## config.mk

```make
export PLATFORM = sky130hd
export DESIGN_NAME = full_adder_core
export DESIGN_NICKNAME = d
export VERILOG_FILES = /design/src/rtl/full_adder_core_pkg.sv /design/src/rtl/full_adder_bit.sv /design/src/rtl/full_adder_core.sv
export SDC_FILE = /design/constraint.sdc
export NUM_CORES = 1
export LEC_CHECK = 0
export ABC_AREA = 1
export CAP_MARGIN = 20
export CORE_AREA = 5 5 42 44
export CTS_BUF_LIST = sky130_fd_sc_hd__clkbuf_8 sky130_fd_sc_hd__clkbuf_16
export CTS_CLUSTER_SIZE = 24
export DETAILED_ROUTE_END_ITERATION = 10
export DIE_AREA = 0 0 47 49
export GPL_ROUTABILITY_DRIVEN = 0
export PLACE_DENSITY = 0.3
export SKIP_CTS_REPAIR_TIMING = 1
export SLEW_MARGIN = 20
export SYNTH_ARGS = -nofsm -noshare
export SYNTH_HDL_FRONTEND = slang
export SYNTH_SLANG_ARGS = --single-unit
```

## constraint.sdc

```tcl
create_clock -name clk -period 1.1 [get_ports clk]
set_input_delay 0.11 -clock clk [delete_from_list [all_inputs] [get_ports clk]]
set_output_delay 0.11 -clock clk [all_outputs]
set_load 0.005 [all_outputs]
```

## src/rtl/full_adder_core_pkg.sv

```systemverilog
// rtl/full_adder_core_pkg.sv - shared constants and result type for the adder core and its consumers
package full_adder_core_pkg;

  localparam int WIDTH_MAX = 64;

  // Widest {carry, sum} result; narrower adders zero-extend into it.
  typedef struct packed {
    logic                 carry;
    logic [WIDTH_MAX-1:0] sum;
  } add_result_t;

  function automatic add_result_t make_result(input logic carry, input logic [WIDTH_MAX-1:0] sum);
    add_result_t r;
    r.carry = carry;
    r.sum   = sum;
    return r;
  endfunction

endpackage

```

## src/rtl/full_adder_bit.sv

```systemverilog
// rtl/full_adder_bit.sv - combinational 1-bit full-adder cell
module full_adder_bit (
  input  logic a,
  input  logic b,
  input  logic cin,
  output logic s,
  output logic cout
);

  logic half_sum;

  assign half_sum = a ^ b;
  assign s        = half_sum ^ cin;
  assign cout     = (a & b) | (cin & half_sum);

endmodule

```

## src/rtl/full_adder_core.sv

```systemverilog
// rtl/full_adder_core.sv - ripple-carry adder a + b + c with optional output register
module full_adder_core
  import full_adder_core_pkg::*;
#(
  parameter int WIDTH   = 1,
  parameter bit REG_OUT = 1'b1
) (
  input  logic             clk,
  input  logic             rst,
  input  logic             in_valid,
  input  logic [WIDTH-1:0] a,
  input  logic [WIDTH-1:0] b,
  input  logic             c,
  output logic [WIDTH-1:0] s,
  output logic             ca,
  output logic             out_valid
);

  logic [WIDTH:0]   carry;
  logic [WIDTH-1:0] sum_comb;

  assign carry[0] = c;

  for (genvar i = 0; i < WIDTH; i++) begin : g_bit
    full_adder_bit u_bit (
      .a    (a[i]),
      .b    (b[i]),
      .cin  (carry[i]),
      .s    (sum_comb[i]),
      .cout (carry[i+1])
    );
  end

  if (REG_OUT) begin : g_reg
    // Capture is gated by in_valid so undriven operands never reach the register.
    always_ff @(posedge clk) begin
      if (rst) begin
        s         <= '0;
        ca        <= 1'b0;
        out_valid <= 1'b0;
      end else begin
        out_valid <= in_valid;
        if (in_valid) begin
          s  <= sum_comb;
          ca <= carry[WIDTH];
        end
      end
    end
  end else begin : g_comb
    logic unused_clk_rst;
    assign unused_clk_rst = &{1'b0, clk, rst};
    assign s              = sum_comb;
    assign ca             = carry[WIDTH];
    assign out_valid      = in_valid;
  end

endmodule

```

==> results.md, run 1 <==
* Status: complete, no violations
* Slowest stage delay, CP at between 0.5 and 0.6 ns
* Max Fclk at 1182 MHz
* Worst-margin pin slew at about 0.16 ns
* Required time worst endpoint at between 1 and 1.5 ns
* Worst-Skew Late Latency at ~0.21 ns
* Largest net degree at the start of global routing at 6
* Die area at about 0.0023 mm2
* WS Path Type: input port to register
* Leakage at roughly 0.20 nW
* Total GRT Usage at ~4%
* Fill count at approximately 160
* Area contributors post-synth: dfxtp_1 47%, fa_1 16%, nor2_1 15%
* Share of layout cells above drive strength 1 at 10.34%
* Area Overhead vs Synth at 124.3%
* Ant diodes at 0
* WL final at between 300 and 400 um
* Vias at approximately 140
* Hold_ws at 0.3844 ns
* Sink Count at 3
* Drt drc at 0
* Family with the most delay on the worst path: adder cells
* Synth top area share at between 40% and 50%
* Sequential fraction of the synthesis area at between 40% and 50%
* Post-Synthesis Cells at 17
* Chip width at roughly 47 um
* Antenna violations before repair at 0
* Skew final at 0 ns
* Flops & latches, synth at 3
* H-tree depth at 1
* # IOs at 9
* CP Launch Type: input port
* Worst min-delay path category: input port to register
* Root buffer cell: clkbuf_8
* Mapped Nets at 24
* Clock Pin Slew Worst Setup and Hold Paths at 0.03 ns
* Synth Cell Area at about 130 um2
* Post-route ant nets at 0
* Initial Util at 9.196%
* Crit path cell chain: dlymetal6s2s_1, fa_1, inv_1, nand2_1, nand2_1, nor2_1
* Vias in the first global route at 148
* CP Capture Type: register
* Die height at between 40 and 50 um
* Std-Cell Rows at 14
* Total grt overflow at 0
* Max Cap Viol at 0
* Final Hold Fails at 0
* Core Box Area at around 0.0014 mm2
* Most common cell after layout, fill and taps aside: dlymetal6s2s_1
* Syn_area_per_cell at 7.581 um2
* Synth warn at 0
* Routing usage on met1 at approximately 3.5%
* Grt met3 use at around 7%
* Commonest cells after routing, fill and taps aside: 6 x dlymetal6s2s_1, 5 x nor2_1, 5 x inv_1, 4 x nand2_1
* Slew headroom at 89.40%
* Clk buf depth at 2
* Yosys cell types at 5
* VDD IR max at about 0.84 mV
* Synth area leader: dfxtp_1
* Slew Limit Fails at 0
* HPWL Detailed at approximately 270 um
* Worst path buffer plus inverter count at 2
* First-pass GRT wire length at between 500 and 600 um
* Pwr dens at 1657 mW/mm2
* Num CTS Buffers at 3
* Critical Path AT at 1.00 ns
* Endpoints failing setup at 0
* Fin nets at 37
* Detail-routed net length per standard cell at 7.200 um
* GR Util met2 at about 5.0%
* Final Util at between 20% and 30%
* Via density at approximately 3
* CP max stage cell: fa_1
* GRT busiest layer: met3
* CTS tree: yes
* RSZ-0062 raised after global routing: false
* CP most frequent cell: nand2_1
* Drt pass-1 iters at 2
* I/O Buffers at 8
* Period minus WS final at approximately 0.85 ns
* Crit-path max FO at 1
* DRT iter0 DRCs at 3
* Share of the clock period used by the worst path at about three quarters
area by class of cell:
cell class | count | area, um2 | share of cell area, %
multi-input cells | 10 | 53.80 | 18.61
inverters | 4 | 15.01 | 5.195
repair buffers | 8 | 95.09 | 32.90
flip-flops and latches | 3 | 60.06 | 20.78
well taps | 16 | 20.02 | 6.926
clock buffers | 3 | 41.29 | 14.29
clock inverters | 1 | 3.754 | 1.299
layer usage:
metal | share of wire (%) | wire length [um]
met5 | 0 | 0
met4 | 0 | 0
met3 | 18 | 58
met2 | 49 | 158
met1 | 33 | 107
synthesized netlist by cell type, drive strengths merged:
| cell type | n |
|---|---|
| nand2 | 4 |
| fa | 1 |
| nor2 | 5 |
| inv | 4 |
| dfxtp | 3 |
registers in the layout (all words and copies together), names as in the netlist:
name       flops
ca             1
s              1
out_valid      1
power by group:
part           switching, mW  internal (mW)
logic                 0.0211         0.0337
clock network         0.0664          0.237
registers            0.00305          0.118
per-stage QoR:
stage	worst slack, ns	power, mW	instances	area (um2)	TNS (ns)
after floorplan	0.2370	0.1411	17	128.9	0
final	0.2538	0.4788	45	289.0	0
after global placement	-0.2648	0.1818	41	229.0	-0.4286
after detailed placement	-0.2802	0.1830	41	229.0	-0.4479
after CTS	-0.06546	0.4975	45	274.0	-0.2036
after global routing	0.2102	0.5158	45	289.0	0
logic make-up (layout without fill, tap and decap cells):
logic type                 after synthesis  in the layout  share of synthesized area [%]
adders and majority gates                1              1                          15.53
buffers and inverters                    4             16                          11.65
DFF                                      3              3                          46.60
and+or+nand+nor                          9              9                          26.21
worst min-delay path, delay by kind of cell:
kind,cells,cell delay (ns)
adders and majority gates,1,0.16
and+or+nand+nor,3,0.16
buffers and inverters,2,0.14
worst paths after layout:
| check | from | endpoint | slack (ns) | depth (start not counted) |
|---|---|---|---|---|
| min reg2reg | s | s | 0.47 | 2 |
| max reg2reg | ca | ca | 0.55 | 2 |
| min | b | ca | 0.38 | 6 |
| max | a | s | 0.25 | 6 |
No activity file was read; power rests on OpenSTA's default activity.
==> inputs of run 2 (changes only) <==
clock period = 0.81 ns   (was 1.1 ns; I/O delays follow)
==> run 2 against run 1 <==
Compared with the run above: the flow now finishes with violations (setup timing); clock power up 35%; count of clock-buffer cells in the layout stayed put; global-route usage shrank 1.1 points; sequential share of layout area decreased by 0.18 points; critical path depth is the same; core utilization increased by 0.18 points; largest cell class unchanged; critical endpoint unchanged; sequential cell count did not move; combinational power is 37% higher; design area grew 0.87%.
==> results.md, run 2 (synthesis gave the netlist of run 1 again) <==
* Die area at ~0.0023 mm2
* Period minus WS final at between 0.8 and 0.9 ns
* Non-filler instance count after layout at between 40 and 50
* CTS tree: yes
* Worst-margin pin slew at approximately 0.16 ns
* H-tree depth at 1
* Crit path cell chain: dlymetal6s2s_1, fa_2, inv_1, nand2_1, nand2_1, nor2_1
* Critical Path AT at 0.98 ns
* Crit-path max FO at 1
* Clock Pin Slew Worst Setup and Hold Paths at approximately 0.03 ns
* Share of layout cells above drive strength 1 at 13.79%
* Initial Util at a little under a tenth
* Sink Count at 3
* CP max stage cell: fa_2
* CP most frequent cell: nand2_1
* Fin Setup TNS at -0.02009 ns
* HPWL Detailed at between 200 and 300 um
* Placed cells at 41
* Commonest cells after routing, fill and taps aside: 6 x dlymetal6s2s_1, 5 x nor2_1, 5 x inv_1, 4 x nand2_1
* Chip width at between 40 and 50 um
* Ant diodes at 0
* Core Box Area at about 0.0014 mm2
* Max Fclk at about 1200 MHz
* CP Capture Type: register
* I/O Buffers at 8
* Leakage at around 0.2 nW
* Clk buf depth at 2
* Violated checks: setup timing
* Skew final at 0 ns
* # IOs at 9
* Drt pass-1 iters at 4
* FF/Latch Area at ~60 um2
* Post-route ant nets at 0
* Die height at slightly below 50 um
* Endpoints failing setup at 1
* Multi-input gate area at 56.30 um2
* Slowest stage delay, CP at 0.56 ns
* Total grt overflow at 0
* Detail-routed net length per standard cell at 6.489 um
* DRT iter0 DRCs at 2
* Root buffer cell: clkbuf_8
* Worst path buffer plus inverter count at 2
* Worst-Skew Late Latency at 0.21 ns
* Fin nets at 37
* Pwr dens at 2225 mW/mm2
* Final Hold Fails at 0
* Drt drc at 0
* Slew Limit Fails at 0
* Largest net degree at the start of global routing at 6
* Vias in the first global route at between 100 and 150
* Antenna violations before repair at 0
* Required time worst endpoint at about 0.96 ns
* Regs by FF count: ca (1), out_valid (1), s (1)
* Fill count at ~160
* Max Cap Viol at 0
* Vias at about 140
* RSZ-0062 raised after global routing: true
* WL final at roughly 300 um
* CP Launch Type: input port
* Status: complete, but fails checks
* Total GRT Usage at 2.958%
* Via density at ~3.1
* Worst min-delay path category: input port to register
* Most common cell after layout, fill and taps aside: dlymetal6s2s_1
* Setup ws final at -0.02009 ns
* Hold_ws at roughly 0.38 ns
* WS Path Type: input port to register
* Family with the most delay on the worst path: adder cells
* VDD IR max at approximately 1.2 mV
* Slew headroom at roughly 89%
* First-pass GRT wire length at 441 um
* Share of the clock period used by the worst path at 102.5%
* Area Overhead vs Synth at 126.2%
* Std-Cell Rows at 14
* Num CTS Buffers at 3
-- run 2: changes by cell type in the layout (fill, tap and decap cells not counted) --
cell and change:
fa_1 -1, fa_2 +1
-- run 2: cell type report --
type	instances	share of cell area (%)
tap	16	6.867
clock buffer	3	14.16
sequential	3	20.60
timing repair buffer	8	32.62
multi-input combinational	10	19.31
inverter	4	5.150
clock inverter	1	1.288
-- run 2: through the flow --
| step | utilization (%) | total power [mW] | worst slack (ns) | cell area [um2] |
|---|---|---|---|---|
| 2_1_floorplan | - | 0.1916 | -0.02397 | 128.9 |
| 3_3_place_gp | 16.34 | 0.2475 | -0.5279 | 229.0 |
| 3_5_place_dp | 16.34 | 0.2481 | -0.5399 | 229.0 |
| 4_1_cts | 19.55 | 0.6696 | -0.3192 | 274.0 |
| 5_1_grt | 20.80 | 0.6896 | -0.07808 | 291.5 |
| 6_report | 20.80 | 0.6488 | -0.02009 | 291.5 |
-- run 2: path summary, 6_finish.rpt --
kind	from	to	slack [ns]	cells past startpoint
max	a	s	-0.02	6
min	b	ca	0.38	6
max reg2reg	ca	ca	0.27	2
min reg2reg	s	s	0.46	2
-- run 2: power by group --
part | leakage [nW] | switching, mW | internal (mW)
clock network | 0.0269 | 0.0888 | 0.322
logic | 0.149 | 0.0292 | 0.0459
registers | 0.0250 | 0.00341 | 0.160
-- run 2: layer usage --
| layer | routed length (um) | global-route usage, % | vias up |
|---|---|---|---|
| li1 | - | - | 70 |
| met1 | 119 | 2.198 | 61 |
| met2 | 122 | 4.072 | 7 |
| met3 | 51 | 5.166 | 0 |
| met4 | 0 | 0 | 0 |
| met5 | 0 | 0 | - |
-- run 2: worst reg2reg max path: stages, from the launching register on --
cell and delay, ns:
dfxtp_1 0.29, nor2_1 0.09, nor2_1 0.05
